==> src/rtl/frame_writer.sv <==
// Frame RAM write engine: turns pixel / filled-rect / clear commands into a
// row-major stream of single colour-index writes, one per clock.
//
// state   | meaning
// --------+---------------------------------------------------------------
// S_IDLE  | waiting for a command; cmd_ready high
// S_CHECK | validate latched command, register base address or pulse err
// S_DRAW  | one write per non-stalled cycle until the last pixel (done)
module frame_writer #(
   parameter int H_RES   = 640,
   parameter int V_RES   = 480,
   parameter int ADDR_W  = 19,
   parameter int COLOR_W = 8
) (
   input  logic               iVGA_CLK,
   input  logic               iRST_n,
   input  logic               cmd_valid,
   output logic               cmd_ready,
   input  logic [1:0]         cmd_op,
   input  logic [9:0]         cmd_x0,
   input  logic [8:0]         cmd_y0,
   input  logic [9:0]         cmd_x1,
   input  logic [8:0]         cmd_y1,
   input  logic [COLOR_W-1:0] cmd_color,
   input  logic               stall,
   output logic               wr_en,
   output logic [ADDR_W-1:0]  wr_addr,
   output logic [COLOR_W-1:0] wr_data,
   output logic               busy,
   output logic               done,
   output logic               err
);

   localparam logic [1:0] OP_PIXEL = 2'b00;
   localparam logic [1:0] OP_CLEAR = 2'b10;
   localparam logic [1:0] OP_RSVD  = 2'b11;

   localparam int unsigned H_LIM = H_RES;
   localparam int unsigned V_LIM = V_RES;
   localparam logic [ADDR_W-1:0] H_STEP = ADDR_W'(H_RES);

   typedef enum logic [1:0] {S_IDLE, S_CHECK, S_DRAW} state_t;

   state_t state_q, state_d;

   logic [1:0]         op_q;
   logic [9:0]         x0_q, x1_q, cx_q;
   logic [8:0]         y0_q, y1_q, cy_q;
   logic [COLOR_W-1:0] color_q, hold_data;
   logic [ADDR_W-1:0]  cur_addr, row_step, hold_addr;

   logic       accept;
   logic       cmd_ok;
   logic       row_end;
   logic       last_px;
   logic [9:0] dx;

   assign cmd_ok  = (op_q != OP_RSVD) &&
                    (x0_q <= x1_q) && (32'(x1_q) < H_LIM) &&
                    (y0_q <= y1_q) && (32'(y1_q) < V_LIM);
   assign row_end = (cx_q == x1_q);
   assign last_px = row_end && (cy_q == y1_q);
   assign dx      = x1_q - x0_q;

   assign cmd_ready = (state_q == S_IDLE);
   assign busy      = (state_q != S_IDLE);

   // Outputs show the held values of the previous write whenever wr_en is low
   assign wr_addr = wr_en ? cur_addr : hold_addr;
   assign wr_data = wr_en ? color_q  : hold_data;

   always_ff @(posedge iVGA_CLK or negedge iRST_n) begin
      if (!iRST_n) begin
         state_q <= S_IDLE;
      end else begin
         state_q <= state_d;
      end
   end

   always_comb begin
      state_d = state_q;
      accept  = 1'b0;
      wr_en   = 1'b0;
      done    = 1'b0;
      err     = 1'b0;
      case (state_q)
         S_IDLE: begin
            if (cmd_valid) begin
               accept  = 1'b1;
               state_d = S_CHECK;
            end
         end
         S_CHECK: begin
            if (cmd_ok) begin
               state_d = S_DRAW;
            end else begin
               err     = 1'b1;
               state_d = S_IDLE;
            end
         end
         S_DRAW: begin
            if (!stall) begin
               wr_en = 1'b1;
               if (last_px) begin
                  done    = 1'b1;
                  state_d = S_IDLE;
               end
            end
         end
         default: state_d = S_IDLE;
      endcase
   end

   always_ff @(posedge iVGA_CLK or negedge iRST_n) begin
      if (!iRST_n) begin
         op_q      <= '0;
         x0_q      <= '0;
         y0_q      <= '0;
         x1_q      <= '0;
         y1_q      <= '0;
         color_q   <= '0;
         cx_q      <= '0;
         cy_q      <= '0;
         cur_addr  <= '0;
         row_step  <= '0;
         hold_addr <= '0;
         hold_data <= '0;
      end else begin
         if (accept) begin
            op_q    <= cmd_op;
            color_q <= cmd_color;
            if (cmd_op == OP_CLEAR) begin
               x0_q <= '0;
               y0_q <= '0;
               x1_q <= 10'(H_RES - 1);
               y1_q <= 9'(V_RES - 1);
            end else if (cmd_op == OP_PIXEL) begin
               x0_q <= cmd_x0;
               y0_q <= cmd_y0;
               x1_q <= cmd_x0;
               y1_q <= cmd_y0;
            end else begin
               x0_q <= cmd_x0;
               y0_q <= cmd_y0;
               x1_q <= cmd_x1;
               y1_q <= cmd_y1;
            end
         end

         // The only multiply: once per command, never per pixel
         if (state_q == S_CHECK && cmd_ok) begin
            cur_addr <= ADDR_W'(y0_q) * H_STEP + ADDR_W'(x0_q);
            row_step <= H_STEP - ADDR_W'(dx);
            cx_q     <= x0_q;
            cy_q     <= y0_q;
         end

         if (wr_en) begin
            hold_addr <= cur_addr;
            hold_data <= color_q;
            if (!last_px) begin
               if (row_end) begin
                  cur_addr <= cur_addr + row_step;
                  cx_q     <= x0_q;
                  cy_q     <= cy_q + 9'd1;
               end else begin
                  cur_addr <= cur_addr + 1'b1;
                  cx_q     <= cx_q + 10'd1;
               end
            end
         end
      end
   end

endmodule
==> config.mk <==
export PLATFORM = sky130hd
export DESIGN_NAME = frame_writer
export DESIGN_NICKNAME = d
export VERILOG_FILES = /design/src/rtl/frame_writer.sv
export SDC_FILE = /design/constraint.sdc
export NUM_CORES = 1
export LEC_CHECK = 0
export BUFFER_PORTS_ARGS = -buffer_cell sky130_fd_sc_hd__buf_2
export CAP_MARGIN = 15
export CORE_UTILIZATION = 60
export CTS_CLUSTER_SIZE = 20
export DETAILED_ROUTE_END_ITERATION = 10
export GPL_TIMING_DRIVEN = 1
export MAX_ROUTING_LAYER = met4
export PLACE_DENSITY_LB_ADDON = 0.1
export SYNTH_ARGS = -nofsm -noshare
export SYNTH_HDL_FRONTEND = slang
export SYNTH_SLANG_ARGS = --single-unit
==> constraint.sdc <==
create_clock -name iVGA_CLK -period 4.9 [get_ports iVGA_CLK]
set_input_delay 0.245 -clock iVGA_CLK [delete_from_list [all_inputs] [get_ports iVGA_CLK]]
set_output_delay 0.245 -clock iVGA_CLK [all_outputs]
set_load 0.02 [all_outputs]
==> run metrics <==
run status=finished clean; initial drt markers=505; DIE AREA=0.0138 mm^2; Max FO, Critical Path=16; worst-margin pin slew=1040 ps; Rows=41; CTS tree=done; fin crit share=70.5%; register-to-register setup slack=1450 ps; Final nets=1,080; # setup viols final=0; CTS sink cnt=126; CP endpoint kind=register; FF-to-FF path depth=15; max incr delay on CP=430 ps; PostCTS Resize Cnt=0; register bit total from synthesis=126; clk root buf=clkbuf_16; Routed WL per cell=16.7 um; Total Wirelength=19.4 mm; syn nets=1,006; pwr dens=332 mW/mm^2; Leakage=4.38 nW; share of layout cells above drive strength 1=16.4%; Worst-Skew Late Latency=420 ps; Filler cells=1,020; Worst EP arrival=3770 ps; clock buffer depth=2; RSZ-0062 raised after global routing=no; WP data required=5210 ps; Syn. warnings=0; Detailed Routing Iterations Pass 1=5; I/O Buffers=83; die height=118 um; synth-to-layout area growth=14.2%; clk_skew=8.30 ps; drt via density=5.91; fin crit period=3450 ps; # diodes=0; initial core utilization=62.6%; beginning of the worst hold path=cmd_color[3]; Yosys cell types=80; sequential cell area fraction in the yosys report=39.3%; WHS Endpoint=color_q[3]; GRT overflow=0; maximum vdd drop=266 uV; largest net degree at the start of global routing=74; initial antenna violation count=0; Hold Vio Cnt, Final=0; Pins Over Slew Limit=0; Core ar.=0.0128 mm^2; Startpoint Class=register; dpl hpwl=14.1 mm; Synth Instances=901; number of flops mapped to enable cells by yosys=0; final RePlAce weighted congestion=0.939; Slowest-stage cell, CP=dfrtp_1; FF-to-FF Start=cx_q[7]; maximum clock rate=290 MHz; crit path kind=register to register; worst min path class=primary input to register; H-tree levels=4; via count=6,852; clock slew at reported path FFs=60 ps; CTS Buf Count=17; commonest register cell after synthesis=dfrtp_1; RR Endpoint=cur_addr[12]; Cell Area, Synth=0.00803 mm^2; syn avg cell area=8.91 um^2; drt drc=0; Critical Path, Cell by Cell=xnor2_1 -> nand4_1 -> nor3_2 -> buf_4 -> nand2b_1 -> ha_1 -> inv_1 -> fa_1 -> nor2b_1 -> o2111ai_1 -> and3_1 -> o211ai_1 -> mux2i_1 -> mux2_2 -> o221a_2; first-pass GRT wire length=32.8 mm; # IOs=84; GRT Total Usage=30.7%; number of max-cap violations=0; Hold WS=51.8 ps; post-route antenna net violation count=0; asr flop ratio synth=100%; setup TNS=0 ps; die width=118 um; Hold Crit Depth=2; vias in the first global route=6,548; Max-slew headroom=30.4%
[per-stage QoR]
step | instance area (um^2) | setup slack, ps | power, W | utilization, % | std cells
finish | 9170 | 1450 | 0.00305 | 71.5 | 1160
CTS | 9170 | 1460 | 0.00306 | 71.5 | 1160
detailed placement | 8560 | 1480 | 0.00177 | 66.7 | 1127
floorplan | 8030 | 1530 | 0.00160 | - | 901
global route | 9170 | 1170 | 0.00318 | 71.5 | 1160
global placement | 8560 | 1520 | 0.00176 | 66.7 | 1127
[power breakdown]
| group | internal [W] | switching (W) |
|---|---|---|
| combinational | 0.000213 | 0.000318 |
| clock | 0.000823 | 0.000454 |
| sequential | 0.00114 | 0.0000965 |
| total | 0.00218 | 0.000869 |
[worst max-delay path by stage]
stage | from | to | slack (ps) | depth (start not counted)
floorplan | cx_q[5] | cur_addr[13] | 1530 | 13
global placement | x1_q[1] | cur_addr[13] | 1520 | 13
detailed placement | x1_q[1] | cur_addr[13] | 1480 | 13
CTS | x1_q[1] | cur_addr[13] | 1460 | 13
global route | x1_q[1] | cur_addr[13] | 1170 | 13
finish | cx_q[7] | cur_addr[12] | 1450 | 15
[Yosys cell counts (12+ instances only)]
library cell	n	area (um^2)
a21oi_1	20	100
a31oi_1	12	75.1
clkbuf_1	24	90.1
dfrtp_1	126	3150
ha_1	49	613
inv_1	53	199
mux2_2	12	135
mux2i_1	18	180
nand2_1	156	586
nand3_1	48	240
nor2_1	41	154
o21ai_0	79	395
o22ai_1	25	156
xnor2_1	37	324
xor2_1	17	149
[final cells by class]
| type | count | area [um^2] | area share (%) |
|---|---|---|---|
| inverters | 55 | 206 | 2.25 |
| repair buffers | 92 | 488 | 5.32 |
| flip-flops and latches | 126 | 3150 | 34.4 |
| well taps | 172 | 215 | 2.35 |
| clock inverters | 10 | 138 | 1.50 |
| clock buffers | 22 | 464 | 5.06 |
| multi-input cells | 683 | 4500 | 49.1 |
[cell families after synthesis]
group | count (synthesis) | share of synthesized area [%]
compound gates | 220 | 18.2
mux | 30 | 3.93
xor+xnor | 55 | 6.19
flops | 126 | 39.3
fa+ha+maj | 53 | 8.63
simple gates | 325 | 19.1
buf+inv | 92 | 4.69
[placed cells by master (no fill, tap or decap), types with 18 or more instances in the layout]
cell,n
dfrtp_1,126
ha_1,49
nor2_1,41
buf_2,82
o21ai_0,79
o22ai_1,25
nand3_1,48
mux2i_1,18
inv_1,53
nand2_1,155
a21oi_1,19
xnor2_1,37
[critical path, delay by kind of cell, from the launching register on]
family                     cells  cell delay, ps
xor gates and xnor gates       1             150
muxes                          2             440
buffers and inverters          2             260
AOI/OAI and AO/OA              3             720
and+or+nand+nor                5             740
DFF                            1             430
adders and majority gates      2             600
[flip-flops by register name, indices dropped and copies added (netlist names), 9 cells and up]
signal,count
y0_q,9
x1_q,10
row_step,11
x0_q,10
cx_q,10
y1_q,9
cur_addr,19
hold_addr,19
cy_q,9
[timing repair]
item                                   in CTS  in global routing
hold buffers                                1                  0
endpoints found under the hold margin      35                  0
buffers inserted                            0                  0
[metal layers]
| metal | wire length [um] | global-route usage [%] | up-vias |
|---|---|---|---|
| met5 | 0 | - | - |
| met4 | 317 | 9.05 | 0 |
| met1 | 9330 | 42.6 | 3267 |
| li1 | - | - | 3352 |
| met2 | 8750 | 45.4 | 208 |
| met3 | 979 | 6.25 | 25 |
Power figures use the tool's default switching activity.
